File: src/rtl/ctrl_seq.sv
// rtl/ctrl_seq.sv - instruction sequencer: decodes a 9-bit word into multi-cycle control strobes
module ctrl_seq #(
  parameter int RW      = 3,
  parameter int JW      = 8,
  parameter int MEM_LAT = 2,
  parameter int CW      = 16
) (
  input  logic          clk,
  input  logic          rst_n,
  input  logic          start,
  input  logic          instr_valid,
  output logic          instr_ready,
  input  logic [8:0]    mach_code,
  output logic [2:0]    Aluop,
  output logic [RW-1:0] Ra,
  output logic [RW-1:0] Rb,
  output logic [RW-1:0] Wd,
  output logic [JW-1:0] Jptr,
  output logic [4:0]    LdcVal,
  output logic          WenR,
  output logic          WenD,
  output logic          RenD,
  output logic          MemToReg,
  output logic          Jen,
  output logic          Ldcen,
  output logic          stall,
  output logic          Done,
  output logic [CW-1:0] retire_cnt
);

  typedef enum logic [1:0] {IDLE, EXEC, WAIT, HALT} state_t;

  localparam logic [3:0] MEM_LEN = 4'(MEM_LAT);

  state_t        state, state_n;
  logic [8:0]    ir;
  logic [3:0]    cnt, cnt_n;
  logic [3:0]    len;
  logic          done_r;
  logic [CW-1:0] retire_r;
  logic          accept, halt_in, active, last;
  logic          is_nop, is_r, is_br, is_ldr, is_ldc, is_st, is_mv;

  assign accept  = (state == IDLE) && instr_valid;
  assign halt_in = (mach_code == 9'h0FF);
  assign active  = (state == EXEC) || (state == WAIT);
  // cnt holds the number of cycles still to run, including the current WAIT cycle
  assign last    = ((state == EXEC) && (len == 4'd1)) || ((state == WAIT) && (cnt == 4'd1));

  always_comb begin
    is_nop = 1'b0; is_r = 1'b0; is_br = 1'b0; is_ldr = 1'b0;
    is_ldc = 1'b0; is_st = 1'b0; is_mv = 1'b0;
    if (!ir[8]) begin
      if (ir[7:5] == 3'b110) is_nop = 1'b1;
      else                   is_r   = 1'b1;
    end else begin
      case (ir[7:6])
        2'b00:   is_br = 1'b1;
        2'b10:   begin is_ldc = ir[0]; is_ldr = !ir[0]; end
        2'b01:   is_st = 1'b1;
        default: is_mv = 1'b1;
      endcase
    end
    len = 4'd1;
    if (is_nop)          len = 4'd2;
    if (is_ldr || is_st) len = MEM_LEN;
  end

  always_ff @(posedge clk or negedge rst_n) begin
    if (!rst_n) begin
      state    <= IDLE;
      ir       <= '0;
      cnt      <= '0;
      done_r   <= 1'b0;
      retire_r <= '0;
    end else begin
      state <= state_n;
      cnt   <= cnt_n;
      if (accept) ir <= mach_code;
      if (accept && halt_in) done_r <= 1'b1;
      else if ((state == HALT) && start) done_r <= 1'b0;
      if (active && last) retire_r <= retire_r + CW'(1);
    end
  end

  always_comb begin
    state_n = state;
    cnt_n   = cnt;
    case (state)
      IDLE: if (instr_valid) state_n = halt_in ? HALT : EXEC;
      EXEC: begin
        cnt_n   = len - 4'd1;
        state_n = last ? IDLE : WAIT;
      end
      WAIT: begin
        cnt_n = cnt - 4'd1;
        if (last) state_n = IDLE;
      end
      HALT: if (start) state_n = IDLE;
      default: state_n = IDLE;
    endcase
  end

  always_comb begin
    Aluop    = '0;
    Ra       = '0;
    Rb       = '0;
    Wd       = '0;
    Jptr     = '0;
    LdcVal   = '0;
    WenR     = 1'b0;
    WenD     = 1'b0;
    RenD     = 1'b0;
    MemToReg = 1'b1;
    Jen      = 1'b0;
    Ldcen    = 1'b0;
    stall    = active && !last;
    if (active) begin
      if (is_r) begin
        Aluop = ir[7:5]; Ra = RW'(ir[4:3]); Rb = RW'(ir[2:0]); Wd = RW'(ir[2:0]);
      end
      if (is_br)  Jptr = JW'(ir[5:0]);
      if (is_ldr) begin
        Wd = RW'(ir[5:3]); Ra = RW'(6); RenD = 1'b1; MemToReg = 1'b0;
      end
      if (is_ldc) begin
        LdcVal = ir[5:1]; Wd = RW'(6);
      end
      if (is_st) begin
        Ra = RW'(7); Rb = RW'(ir[5:3]);
      end
      if (is_mv) begin
        Aluop = 3'b111; Ra = RW'(ir[5:3]); Wd = RW'(ir[2:0]);
      end
      WenR  = last && (is_r || is_mv || is_ldr || is_ldc);
      WenD  = last && is_st;
      Jen   = last && is_br;
      Ldcen = last && is_ldc;
    end
  end

  assign instr_ready = (state == IDLE);
  assign Done        = done_r;
  assign retire_cnt  = retire_r;

endmodule

File: config.mk
export PLATFORM = sky130hd
export DESIGN_NAME = ctrl_seq
export DESIGN_NICKNAME = d
export VERILOG_FILES = /design/src/rtl/ctrl_seq.sv
export SDC_FILE = /design/constraint.sdc
export NUM_CORES = 1
export LEC_CHECK = 0
export ABC_CLOCK_PERIOD_IN_PS = 3400
export BUFFER_PORTS_ARGS = -buffer_cell sky130_fd_sc_hd__buf_2
export CORE_UTILIZATION = 58
export CTS_BUF_LIST = sky130_fd_sc_hd__clkbuf_8
export DETAILED_ROUTE_END_ITERATION = 6
export GPL_ROUTABILITY_DRIVEN = 0
export PLACE_DENSITY = 0.94
export SLEW_MARGIN = 15
export SYNTH_ARGS = -nofsm -noshare
export SYNTH_HDL_FRONTEND = slang
export SYNTH_SLANG_ARGS = --single-unit
File: constraint.sdc
create_clock -name clk -period 3.4 [get_ports clk]
set_input_delay 0.68 -clock clk [delete_from_list [all_inputs] [get_ports clk]]
set_output_delay 0.68 -clock clk [all_outputs]
set_load 0.1 [all_outputs]
==> results of run 1 <==
## synth_stat cells, types with 2 or more instances
master	n	share of area, %
a21oi_1	10	2.4
a221oi_1	2	0.83
and2_1	7	2.1
and3_1	11	3.2
buf_2	3	0.71
buf_4	2	0.71
buf_6	2	1.1
clkbuf_1	5	0.88
dfrtp_1	32	38
ha_1	7	4.1
inv_1	16	2.8
mux2_2	9	4.8
mux2i_1	2	0.94
nand2_1	13	2.3
nand2b_1	6	1.8
nand3_1	15	3.5
nand3_2	7	3.3
nand4_1	8	2.4
nor2_1	11	1.9
nor3_1	6	1.4
nor4_1	7	2.1
nor4bb_2	2	1.5
o21ai_0	5	1.2
o221ai_1	2	0.83
o311ai_0	2	0.83
xnor2_1	15	6.2
## worst max-delay path: cells and delay by family, from the launching register on
kind | cells | cell delay [ns]
and+or+nand+nor | 2 | 1.15
DFF | 1 | 0.40
buffers and inverters | 3 | 0.47
adders and majority gates | 1 | 0.30
## registers in the layout, summed over array words and instances, names as in the netlist
register / count
retire_cnt: 16
Done: 1
state: 2
ir: 9
cnt: 4
## how the worst max path moves through the flow
| stage | from | end | depth (start not counted) |
|---|---|---|---|
| after floorplan | state[0] | Wd[1] | 6 |
| after global placement | state[1] | Ldcen | 7 |
| after detailed placement | state[1] | Ldcen | 7 |
| after CTS | state[1] | LdcVal[2] | 6 |
| after global routing | state[1] | LdcVal[2] | 6 |
| final | state[1] | LdcVal[4] | 6 |
## per-stage QoR
stage / instance area [µm²] / worst slack (ns) / hold WS (ns)
2_1_floorplan: 2150 / -0.792 / 0.384
5_1_grt: 2840 / 0.0517 / 0.496
3_3_place_gp: 2750 / 0.300 / 0.458
6_report: 2840 / 0.105 / 0.434
4_1_cts: 2840 / 0.146 / 0.449
3_5_place_dp: 2750 / 0.112 / 0.468
## what timing repair did
| action | in CTS | in global routing |
|---|---|---|
| gates resized for setup | 0 | 0 |
| endpoints found under the setup margin | 2 | 0 |
| setup buffers | 1 | 0 |
## cell type report
cell class / instances / area [µm²]
clock buffers: 5 / 68.8
multi-input cells: 168 / 1220
well taps: 46 / 57.6
clock inverters: 2 / 8.76
fillers: 175 / 578
flip-flops and latches: 32 / 801
inverters: 16 / 60.1
repair buffers: 67 / 623
## placed cells by master (no fill, tap or decap), types with 4 or more instances in the layout
master    count
nor3_1        4
and3_1       10
o21ai_0       5
nand4_1       8
nand2b_1      6
nand3_1      15
ha_1          7
a21oi_1       9
buf_4         7
xnor2_1      15
buf_12       18
nor4_1        6
nor2_1       11
clkbuf_8      5
nand2_1      13
inv_1        17
dfrtp_1      32
nand3_2       7
and2_1        7
mux2_2        9
buf_2        42
## per-layer routing
layer / part of all wire [%] / vias up / wire length, µm
li1: - / 933 / -
met1: 38 / 1020 / 2480
met2: 50 / 137 / 3280
met3: 8.7 / 26 / 567
met4: 3.2 / 0 / 212
met5: 0 / - / 0
## cell families after synthesis
logic type	share of synthesized area [%]
AOI/OAI and AO/OA	11.2
xor gates and xnor gates	6.19
adders and majority gates	4.12
buffers and inverters	6.36
DFF	37.7
muxes	6.42
other	0.177
and+or+nand+nor	27.8
==> flow_metrics.py, run 1 <==
metrics = {
    "setup_path": {
        "reg2reg_depth": 7,
        "arrival_ns": 2.61,
        "r2r-end": "retire_cnt[13]",
        "crit_type": "flop to output pin",
        "cp-end-kind": "output pin",
        "start_kind": "flop",
        "cp.required_ns": 2.72,
        "r2r_slack_ns": 1.19,
        "crit_slowest_cell": "nor4_1",
        "crit_top_cell": "inv_1",
        "cpPeakStageDelay_ns": 0.85,
        "path_cells": "inv_1 -> ha_1 -> inv_1 -> nor4_1 -> and2_1 -> buf_12",
        "reg2reg_from": "state[0]",
        "crit_fanout": 12,
    },
    "floorplanning": {
        "die_x_um": 62.5,
        "row_count": 21,
        "ioPinCount": 63,
        "start_util_pct": 62.2,
        "fp.dieArea_mm2": 0.00391,
        "dieHeight_um": 62.5,
        "core-area_mm2": 0.00342,
    },
    "sta": {
        "rsz0062_at_grt": "no",
        "timing.slew.headroom_pct": 38.4,
        "slew_viol_final": 0,
        "worst_pin_slew_ns": 0.915,
        "fin_crit_sh_pct": 96.9,
        "setup_tns_ns": 0,
        "finClkSkew_ns": 0.00214,
        "finalCriticalPeriod_ns": 3.29,
        "hold_violations": 0,
        "max_freq_mhz": 304,
        "finalSetupViolCount": 0,
    },
    "cts": {
        "postCtsHoldBufs": 0,
        "cts_max_path_buffers": 2,
        "clock_sinks": 32,
        "cts_buffers": 5,
        "cts-root-buf": "clkbuf_8",
        "clk_latency_ns": 0.29,
        "clkTransAtPathRegs_ns": 0.07,
        "cts_max_level": 2,
        "cts_tree": "done",
    },
    "detailed_routing": {
        "drt-total-wl_um": 6540,
        "ant_nets": 0,
        "drt_iter0_markers": 194,
        "via_count": 2116,
        "dr.pass1.iters": 4,
        "viasPerCell": 6.30,
        "wire_per_inst_um": 19.5,
        "route.detailed.drc": 0,
    },
    "yosys": {
        "synth_area_per_cell_um2": 9.31,
        "synth.yosys.seq_area_share_pct": 37.7,
        "netlist_area_mm2": 0.00212,
        "synthFlopType": "dfrtp_1",
        "ys_warn_count": 0,
        "ys_types": 47,
        "synth_edf_count": 0,
        "ys_seq_elements": 32,
        "synth_cells": 228,
        "async_flop_share_pct": 100,
    },
    "global_routing": {
        "first_global_vias": 2164,
        "grt_pass1_wl_um": 11000,
        "grt_max_degree": 33,
        "antenna_found_initial": 0,
        "use_met2_pct": 59.4,
        "overflow": 0,
        "use_met1_pct": 45.5,
        "globalRouteMet3Util_pct": 8.58,
        "grt.total_usage_pct": 36.4,
        "busiest_layer": "met2",
    },
    "final_layout": {
        "syn2layout_area_growth_pct": 33.6,
        "final_util_pct": 83.1,
        "final_cell_count_no_fill": 336,
        "final_nets": 310,
        "drive_gt1_share_pct": 34.8,
        "diodes": 0,
    },
    "placed_design": {
        "port_buffers": 60,
        "placedCellCount": 328,
        "dp_hpwl_um": 4380,
    },
    "hold_path": {
        "min_path_type": "input pin to async pin",
    },
    "flow_run": {
        "maxCapViolCount": 0,
    },
    "outcome": {
        "status": "completed",
    },
}
Power of run 1 is left out: the tool's default activity adds up to more than one toggle a clock period on the data nets, which glitch-free logic cannot reach.
==> inputs of run 2 (changes only) <==
- GPL_ROUTABILITY_DRIVEN: 0 -> unset
- PLACE_DENSITY: 0.94 -> 0.88
==> run 2 against run 1 <==
  * Worst hold slack better by 0.012 ns
  * Register-to-register slack better by 0.03 ns
  * First-iteration DRC count down 19%
  * Design area up 0.48%
  * Clock-buffer cell count up 1
  * Wire length down 9.0%
  * Die area unchanged
  * Via count down 1.5%
  * Non-clock buffer count down 3
  * Cell count down 0.60%
  * Fmax up 4.2%
  * Global-route usage down 3.7 points
  * Highest routed layer unchanged
==> flow_metrics.py, run 2 (synthesized netlist as in run 1, its figures left out) <==
metrics = {
    "cts": {
        "cts_tree": "done",
        "cts-root-buf": "clkbuf_8",
        "postCtsHoldBufs": 0,
        "clk_latency_ns": 0.28,
        "clkTransAtPathRegs_ns": 0.07,
        "clock_sinks": 32,
        "cts_max_path_buffers": 2,
        "cts_max_level": 2,
        "cts_buffers": 5,
    },
    "setup_path": {
        "path_buf_inv": 2,
        "crit_start": "ir[6]",
        "cp_top_family": "flip-flops",
        "arrival_ns": 2.48,
        "reg2reg_from": "state[1]",
        "start_kind": "flop",
        "crit_slowest_cell": "dfrtp_1",
        "cp.required_ns": 2.72,
        "path_cells": "nor4bb_2 -> buf_4 -> a21oi_1 -> a22oi_1 -> nor2_1 -> buf_2",
        "crit_fanout": 21,
        "crit_type": "flop to output pin",
        "r2r-end": "state[1]",
        "reg2reg_depth": 6,
        "path_depth": 6,
        "crit_end": "Wd[0]",
        "cpPeakStageDelay_ns": 0.78,
        "cp-end-kind": "output pin",
        "r2r_slack_ns": 1.22,
    },
    "detailed_routing": {
        "drt-total-wl_um": 5950,
        "drt_iter0_markers": 157,
        "ant_nets": 0,
        "wire_per_inst_um": 17.8,
        "dr.pass1.iters": 4,
        "via_count": 2084,
        "viasPerCell": 6.24,
        "route.detailed.drc": 0,
    },
    "outcome": {
        "status": "completed",
    },
    "sta": {
        "max_freq_mhz": 316,
        "finClkSkew_ns": 0.00798,
        "slew_viol_final": 0,
        "timing.slew.headroom_pct": 53.4,
        "layout_setup_ws_ns": 0.239,
        "setup_tns_ns": 0,
        "finalSetupViolCount": 0,
        "worst_pin_slew_ns": 0.692,
        "finalCriticalPeriod_ns": 3.16,
        "hold_violations": 0,
        "fin_crit_sh_pct": 93.0,
        "rsz0062_at_grt": "no",
    },
    "floorplanning": {
        "ioPinCount": 63,
        "die_x_um": 62.5,
        "fp.dieArea_mm2": 0.00391,
        "row_count": 21,
        "dieHeight_um": 62.5,
        "start_util_pct": 62.2,
        "core-area_mm2": 0.00342,
    },
    "final_layout": {
        "final_cell_count_no_fill": 334,
        "syn2layout_area_growth_pct": 34.3,
        "diodes": 0,
        "drive_gt1_share_pct": 35.1,
        "largest_reg_flops": 16,
        "multi_input_area_mm2": 0.00122,
        "nFillCells": 197,
        "mostFrequentLayoutCells": "buf_2, dfrtp_1, buf_12",
        "ff_latch_area_um2": 801,
        "final_common_cell": "buf_2",
        "final_nets": 307,
    },
    "global_routing": {
        "grt_max_degree": 33,
        "grt.total_usage_pct": 32.7,
        "first_global_vias": 2038,
        "antenna_found_initial": 0,
        "overflow": 0,
        "grt_pass1_wl_um": 9890,
    },
    "placed_design": {
        "dp_hpwl_um": 4280,
        "dp_slack_ns": 0.609,
        "port_buffers": 60,
        "placedCellCount": 326,
        "gp_congestion": 0.863,
    },
    "hold_path": {
        "min_path_type": "input pin to async pin",
    },
    "flow_run": {
        "maxCapViolCount": 0,
    },
}
[run 2: cell types whose count changed in the layout (fill, tap and decap cells not counted)]
cell / delta
buf_4: -3
buf_12: +1
buf_2: -1
clkbuf_8: +1
clkinv_2: +1
inv_1: -1
nor4_1: -1
nor4_2: +1
[run 2: per-stage QoR]
stage / utilization, % / instance area, µm² / hold slack (ns)
2_1_floorplan: - / 2150 / 0.384
3_3_place_gp: 80.6 / 2750 / 0.458
3_5_place_dp: 80.6 / 2750 / 0.465
4_1_cts: 83.3 / 2850 / 0.463
5_1_grt: 83.5 / 2850 / 0.493
6_report: 83.5 / 2850 / 0.445
[run 2: cell type report]
cell class | instances | share of cell area, %
clock buffer | 6 | 2.90
clock inverter | 2 | 0.351
inverter | 16 | 2.11
multi-input combinational | 168 | 43.0
sequential | 32 | 28.1
tap | 46 | 2.02
timing repair buffer | 64 | 21.6
[run 2: how the worst min path moves through the flow]
stage	start	slack [ns]	cells past startpoint	end
floorplan	rst_n	0.38	0	Done
global placement	Done	0.46	1	Done
detailed placement	retire_cnt[15]	0.46	1	retire_cnt[15]
CTS	rst_n	0.46	1	cnt[3]
global route	Done	0.49	1	Done
finish	rst_n	0.45	1	retire_cnt[8]
[run 2: worst reg2reg max path: stages, from the launching register on]
cell and delay, ns:
dfrtp_1 0.42, inv_1 0.11, ha_1 0.22, nand2_1 0.32, nor4_1 0.73, a41oi_1 0.11
o2bb2ai_1 0.20
[run 2: what timing repair did]
item	CTS	global route
setup buffers	0	0
endpoints found under the setup margin	0	5
resized for setup	0	1
[run 2: layer usage]
| metal | up-vias | part of all wire, % | track usage, % |
|---|---|---|---|
| li1 | 930 | - | - |
| met1 | 1047 | 40 | 39.6 |
| met2 | 99 | 52 | 56.5 |
| met3 | 8 | 6.5 | 5.84 |
| met4 | 0 | 1.3 | 14.8 |
| met5 | - | 0 | 0 |
Power of run 2 is left out for the same reason.
==> inputs of run 3 (changes only) <==
- ABC_CLOCK_PERIOD_IN_PS: 3400 -> 3800
- CORE_MARGIN: unset -> 1.5
- clock period: 3.4 -> 3.8 ns (I/O delays scaled with it)
==> run 3 against run 2 <==
  * Worst hold slack better by 0.036 ns
  * Die area up 3.2%
  * Sequential cell count is the same
  * Clock-buffer cell count down 1
  * Sequential share of layout area rose by 2.4 points
  * Clock skew is 0.0037 ns lower
  * Global-route usage shrank 4.8 points
  * Register-to-register slack improved by 0.35 ns
  * Critical path type unchanged
  * Highest routed layer unchanged
==> flow_metrics.py, run 3 (synthesized netlist as in run 1, its figures left out) <==
metrics = {
    "detailed_routing": {
        "via_count": 2005,
        "ant_nets": 0,
        "dr.max_layer_used": "met4",
        "route.detailed.drc": 0,
        "dr.pass1.iters": 7,
        "drt-total-wl_um": 5330,
        "met2_length_um": 2550,
        "drt_iter0_markers": 209,
        "wl_met1_um": 2370,
        "met3WireLength_um": 320,
        "viasPerCell": 6.02,
        "wire_per_inst_um": 16.0,
    },
    "cts": {
        "cts_max_path_buffers": 2,
        "postCtsHoldBufs": 0,
        "cts_max_level": 2,
        "cts_buffers": 5,
        "cts_tree": "done",
        "cts-root-buf": "clkbuf_8",
        "post_cts_buffers": 0,
        "clk_latency_ns": 0.30,
        "clkTransAtPathRegs_ns": 0.07,
        "cts_resized": 0,
        "clock_sinks": 32,
    },
    "setup_path": {
        "crit_slowest_cell": "or4bb_1",
        "reg2reg_from": "ir[8]",
        "crit_fanout": 11,
        "r2r-end": "retire_cnt[1]",
        "path_cells": "inv_1 -> ha_1 -> or4bb_1 -> o41ai_4 -> buf_4 -> and3_1 -> buf_2",
        "path_buf_inv": 3,
        "start_kind": "flop",
        "reg2reg_depth": 4,
        "cp-end-kind": "output pin",
        "arrival_ns": 2.64,
        "cpPeakStageDelay_ns": 0.52,
        "cp.required_ns": 3.04,
        "r2r_slack_ns": 1.57,
        "crit_type": "flop to output pin",
        "cp_top_family": "buffers and inverters",
    },
    "sta": {
        "finClkSkew_ns": 0.00428,
        "finalSetupViolCount": 0,
        "finalCriticalPeriod_ns": 3.40,
        "rsz0062_at_grt": "no",
        "hold_violations": 0,
        "setup_tns_ns": 0,
        "timing.slew.headroom_pct": 44.8,
        "max_freq_mhz": 294,
        "fin_crit_sh_pct": 89.4,
        "worst_pin_slew_ns": 0.816,
        "slew_viol_final": 0,
    },
    "global_routing": {
        "antenna_found_initial": 0,
        "grt.total_usage_pct": 28.0,
        "grt_pass1_wl_um": 8830,
        "grt_max_degree": 33,
        "first_global_vias": 1861,
        "overflow": 0,
    },
    "final_layout": {
        "syn2layout_area_growth_pct": 23.7,
        "drive_gt1_share_pct": 33.4,
        "final_util_pct": 76.9,
        "largest_reg_flops": 16,
        "diodes": 0,
        "final_nets": 306,
        "final_common_cell": "buf_2",
        "mostFrequentLayoutCells": "buf_2, dfrtp_1, inv_1",
    },
    "placed_design": {
        "gp_congestion": 0.821,
        "port_buffers": 60,
        "dp_hpwl_um": 3750,
    },
    "floorplanning": {
        "fp.dieArea_mm2": 0.00403,
        "start_util_pct": 62.2,
        "core-area_mm2": 0.00342,
        "die_x_um": 63.5,
        "dieHeight_um": 63.5,
        "ioPinCount": 63,
        "row_count": 21,
    },
    "flow_run": {
        "maxCapViolCount": 0,
    },
    "hold_path": {
        "holdCritStartpoint": "Done",
        "hold_depth": 1,
        "hold_path_end": "Done",
        "min_path_type": "flop to flop",
    },
    "outcome": {
        "status": "completed",
    },
}
[run 3: changes by cell type in the layout (fill, tap and decap cells not counted), sizes merged]
cell    delta
clkbuf     -1
buf        -1
clkinv     +1
[run 3: through the flow]
step                cells  area [µm²]  hold slack, ns  setup WS, ns
floorplan             229        2140           0.464        -0.472
global placement      325        2540           0.456         0.806
detailed placement    325        2540           0.473         0.735
CTS                   333        2630           0.488         0.407
global route          333        2630           0.500         0.237
finish                333        2630           0.482         0.401
[run 3: worst register-to-register path: stages (launching register included)]
cell	delay [ns]
dfrtp_1	0.56
nor4bb_2	0.81
o41ai_4	0.25
nand2_2	0.19
mux2_4	0.31
[run 3: worst max path at each step]
stage	start	to	slack, ns	cells past startpoint
floorplan	state[0]	Wd[1]	-0.47	6
global placement	ir[7]	Jen	0.81	5
detailed placement	ir[7]	Jen	0.74	5
CTS	state[0]	Jen	0.41	7
global route	ir[8]	Jen	0.24	5
finish	state[0]	Jen	0.40	7
[run 3: layer usage]
metal / up-vias / track usage (%)
met5: - / 0
met4: 0 / 11.4
met3: 12 / 5.00
met2: 88 / 43.2
met1: 969 / 38.8
li1: 936 / -
[run 3: area by class of cell]
cell class / instances / area, µm²
clock buffers: 5 / 68.8
flip-flops and latches: 32 / 801
repair buffers: 63 / 413
multi-input cells: 168 / 1210
inverters: 16 / 60.1
clock inverters: 3 / 18.8
fillers: 241 / 790
well taps: 46 / 57.6
Power of run 3 is left out for the same reason.
